<file path="src/rtl/wbubus_pkg.sv">
// Shared definitions for the wbubus encoder/serializer/decoder chain, so every
// stage agrees on the state encoding and the idle codeword.
package wbubus_pkg;

    typedef enum logic {
        WBU_IDLE = 1'b0,
        WBU_SEND = 1'b1
    } wbu_state_t;

    localparam int          WBU_CHAR_W    = 6;
    localparam logic [35:0] WBU_IDLE_WORD = 36'h0_0000_0000;

endpackage

</file>
<file path="src/rtl/wbu_serialize.sv">
// Splits BW-bit codewords into 6-bit characters (MS first), inserting an idle word after a quiet period.
// First character 1 clock after load; i_busy freezes o_char/o_stb/o_idle, next word loads on the last accept.
module wbu_serialize
    import wbubus_pkg::*;
#(
    parameter int BW     = 36,
    parameter int LGIDLE = 20
) (
    input  logic          i_clk,
    input  logic          i_reset,
    input  logic          i_fifo_empty_n,
    input  logic [BW-1:0] i_fifo_data,
    output logic          o_fifo_rd,
    output logic          o_stb,
    output logic [5:0]    o_char,
    input  logic          i_busy,
    output logic          o_idle
);

    localparam int NCH = BW / WBU_CHAR_W;
    localparam int IW  = (NCH > 1) ? $clog2(NCH) : 1;

    wbu_state_t          state_q, state_d;
    logic [BW-1:0]       sreg_q, sreg_d;
    logic [IW-1:0]       index_q, index_d;
    logic [LGIDLE-1:0]   idle_cnt_q, idle_cnt_d;
    logic                idle_q, idle_d;
    logic                accept;
    logic                load;
    logic                idle_load;

    assign accept    = (state_q == WBU_SEND) && !i_busy;
    assign load      = i_fifo_empty_n
                     && ((state_q == WBU_IDLE) || (accept && (index_q == '0)));
    // FIFO data wins over a saturated idle timer on the same clock.
    assign idle_load = (state_q == WBU_IDLE) && !i_fifo_empty_n && (&idle_cnt_q);

    assign o_fifo_rd = load && !i_reset;
    assign o_stb     = (state_q == WBU_SEND);
    assign o_char    = sreg_q[BW-1 -: WBU_CHAR_W];
    assign o_idle    = idle_q;

    always_comb begin
        state_d    = state_q;
        sreg_d     = sreg_q;
        index_d    = index_q;
        idle_cnt_d = idle_cnt_q;
        idle_d     = idle_q;

        if (load) begin
            state_d    = WBU_SEND;
            sreg_d     = i_fifo_data;
            index_d    = IW'(NCH - 1);
            idle_cnt_d = '0;
            idle_d     = 1'b0;
        end else if (idle_load) begin
            state_d    = WBU_SEND;
            sreg_d     = BW'(WBU_IDLE_WORD);
            index_d    = IW'(NCH - 1);
            idle_cnt_d = '0;
            idle_d     = 1'b1;
        end else begin
            if (accept) begin
                if (index_q == '0) begin
                    state_d = WBU_IDLE;
                    idle_d  = 1'b0;
                end else begin
                    sreg_d  = sreg_q << WBU_CHAR_W;
                    index_d = index_q - IW'(1);
                end
            end
            if (state_q == WBU_SEND)
                idle_cnt_d = '0;
            else if (!(&idle_cnt_q))
                idle_cnt_d = idle_cnt_q + LGIDLE'(1);
        end
    end

    always_ff @(posedge i_clk) begin
        if (i_reset) begin
            state_q    <= WBU_IDLE;
            sreg_q     <= '0;
            index_q    <= '0;
            idle_cnt_q <= '0;
            idle_q     <= 1'b0;
        end else begin
            state_q    <= state_d;
            sreg_q     <= sreg_d;
            index_q    <= index_d;
            idle_cnt_q <= idle_cnt_d;
            idle_q     <= idle_d;
        end
    end

endmodule

</file>
<file path="config.mk">
export PLATFORM = sky130hd
export DESIGN_NAME = wbu_serialize
export DESIGN_NICKNAME = d
export VERILOG_FILES = /design/src/rtl/wbubus_pkg.sv /design/src/rtl/wbu_serialize.sv
export SDC_FILE = /design/constraint.sdc
export NUM_CORES = 1
export LEC_CHECK = 0
export ABC_AREA = 1
export ABC_CLOCK_PERIOD_IN_PS = 2800
export CORE_MARGIN = 4
export CORE_UTILIZATION = 59
export CTS_BUF_LIST = sky130_fd_sc_hd__clkbuf_16
export CTS_CLUSTER_DIAMETER = 200
export DETAILED_ROUTE_END_ITERATION = 12
export PLACE_DENSITY = 0.94
export SYNTH_ARGS = -nofsm -noshare
export SYNTH_HDL_FRONTEND = slang
export SYNTH_SLANG_ARGS = --single-unit
</file>
<file path="constraint.sdc">
create_clock -name i_clk -period 2.8 [get_ports i_clk]
set_input_delay 0.42 -clock i_clk [delete_from_list [all_inputs] [get_ports i_clk]]
set_output_delay 0.42 -clock i_clk [all_outputs]
set_load 0.02 [all_outputs]
</file>
==> flow_summary.json <==
{
  "status": "complete, no violations",
  "grt_max_degree": 62,
  "synthTopCellsByArea": "dfxtp_1 35%, nand2_1 17%, nor2_1 9.4%, inv_1 8.2%, nand4_1 6.0%",
  "die_y_um": 84.4,
  "grt_pass1_wl_mm": 14.7,
  "synthFlopType": "dfxtp_1",
  "hp-class": "flip-flop to flip-flop",
  "r2r_end": "sreg_q[9]",
  "finalCritPeriodShare_pct": 84.6,
  "slew_headroom_pct": 54.3,
  "die_area_mm2": 0.00712,
  "ctsHoldBuffers": 0,
  "total_power_mw": 2.30,
  "synth_most_common_cell": "nand2_1",
  "area_delta_synth_final_pct": 20.7,
  "vias_per_cell": 5.35,
  "drc": 0,
  "synth.avg_cell_area_um2": 6.38,
  "syn_nets": 583,
  "synth_common_cells": "155 x nand2_1, 86 x nor2_1, 75 x inv_1",
  "drt-initial-drc-count": 403,
  "grt_overflow_total": 0,
  "rsz0062_at_grt": "no",
  "crit_end": "o_fifo_rd",
  "port_buffers": 48,
  "arrival_ns": 1.95,
  "grt_pass1_vias": 3252,
  "finalHoldViolations": 0,
  "cts-root-buf": "clkbuf_16",
  "htreeDepth": 3,
  "hpwl_mm": 5.53,
  "reg2reg_from": "index_q[0]",
  "num_vias": 3486,
  "cp-startpoint": "index_q[0]",
  "synth-seq-cells": 61,
  "ant_nets": 0,
  "initial_core_util_pct": 61.8,
  "routedWlPerCell_um": 13.3,
  "synth_cell_types": 30,
  "yosysWarnings": 0,
  "synth_top_area_share_pct": 35.5,
  "cts_sinks": 61,
  "fin_setup_tns_ns": 0,
  "nets": 618,
  "core-area_mm2": 0.00557,
  "dr.pass1.iters": 5,
  "gp_congestion": 0.862,
  "setup_viol": 0,
  "skew_ns": 0.00440,
  "required_ns": 2.38,
  "tritoncts": "yes",
  "ff2ff_path_depth": 12,
  "drive_gt1_share_pct": 6.74,
  "numCtsBuffers": 9,
  "die_x_um": 84.4,
  "insertedDiodeCount": 0,
  "rrSetupSlack_ns": 0.50,
  "synth-seq-area-share_pct": 35.5,
  "wirelength_mm": 8.65,
  "cts.repair.resized": 0,
  "slew_violations": 0,
  "rows": 27,
  "clock_latency_ns": 0.33,
  "crit_type": "flip-flop to output pin",
  "cp_max_fo": 7,
  "synth_edf_count": 0,
  "max_cap_viol_count": 0,
  "ios": 49,
  "period_minus_slack_ns": 2.37,
  "power.leakage_nw": 2.07,
  "path_clk_slew_ns": 0.05,
  "place_area_mm2": 0.00390,
  "end_kind": "output pin",
  "fmax_mhz": 422,
  "layout.filler_cells": 418,
  "async_flop_share_pct": 0,
  "syn-instance-count": 540,
  "power.density_mw_per_mm2": 554,
  "cts_setup_buffers": 0,
  "clockBufferDepth": 2,
  "worst_slew_pin_slew_ns": 0.685,
  "fin_area_mm2": 0.00416,
  "grt_usage_pct": 25.2,
  "ir_worst_vdd_v": 0.000372,
  "syn_area_mm2": 0.00344,
  "yosysTopAreaCell": "dfxtp_1",
  "antenna_found_initial": 0,
  "worst_setup_path_start_kind": "flip-flop"
}
## state kept, by name, indices dropped and copies added (netlist names)
register    flops
o_stb           1
idle_cnt_q     20
o_idle          1
sreg_q         36
index_q         3
## worst max-delay path: stages, from the launching register on
cell and delay, ns:
dfxtp_1 0.32, inv_1 0.08, ha_1 0.14, inv_1 0.03
nor2_1 0.21, nand2_1 0.11, nand2_1 0.11, nand2_2 0.07
inv_2 0.05, nand2_1 0.05, inv_1 0.19, dlymetal6s2s_1 0.27
## report_power, final
group          total (mW)  leakage (nW)  internal [mW]  switching (mW)
combinational       0.407          1.43          0.171           0.236
sequential          0.949         0.500          0.927          0.0221
clock               0.948         0.136          0.576           0.372
## worst min-delay path by stage
stage,startpoint,to,slack (ns),cells past startpoint
after floorplan,sreg_q[1],sreg_q[1],0.47,2
after global placement,o_idle,o_idle,0.47,2
after detailed placement,o_idle,o_idle,0.47,2
after CTS,sreg_q[2],sreg_q[2],0.51,2
after global routing,sreg_q[2],sreg_q[2],0.52,2
final,sreg_q[2],sreg_q[2],0.51,2
## layer usage
layer  track usage, %  part of all wire [%]  wire length (um)  up-vias
met3             4.71                   7.2               623       39
met5                0                     0                 0        -
li1                 -                     -                 -     1725
met4             13.2                   3.5               304        0
met1             31.4                    41              3560     1551
met2             41.5                    48              4160      171
## placed cells by master, fill, tap and decap left out, drive strengths merged
cell type      synthesis  routed
nand2                161     161
nor2                  91      91
inv                   80      83
dfxtp                 61      61
clkdlybuf4s50          0      47
nand3                 40      40
nand4                 33      33
xor2                  11      11
o21ai                  9       9
clkbuf                11       9
nor3                   8       8
buf                   20       7
xnor2                  4       4
ha                     3       3
clkinv                 0       3
a21oi                  2       2
nor3b                  2       2
a211oi                 1       1
a31oi                  1       1
nand3b                 1       1
and2                   1       1
dlymetal6s2s           0       1
## per-stage QoR
stage	worst slack, ns	cells	util [%]	hold WS, ns
6_report	0.431	651	74.6	0.509
5_1_grt	0.207	651	74.6	0.524
4_1_cts	0.0329	651	74.5	0.507
3_5_place_dp	0.181	636	70.0	0.466
3_3_place_gp	0.223	636	70.0	0.473
2_1_floorplan	0.990	540	-	0.470
## cell families after synthesis
family	count (synthesis)	share of synthesized area [%]
simple gates	337	44.1
buf+inv	111	13.5
flops	61	35.5
xor+xnor	15	3.82
compound gates	13	2.00
fa+ha+maj	3	1.09
## layout make-up
class	count	area, um2	share of cell area [%]
clock inverters	6	25.0	0.602
inverters	80	300	7.22
flip-flops and latches	61	1220	29.4
repair buffers	55	536	12.9
clock buffers	9	225	5.42
multi-input cells	368	1760	42.3
well taps	72	90.1	2.17
No activity file was read; power rests on OpenSTA's default activity.
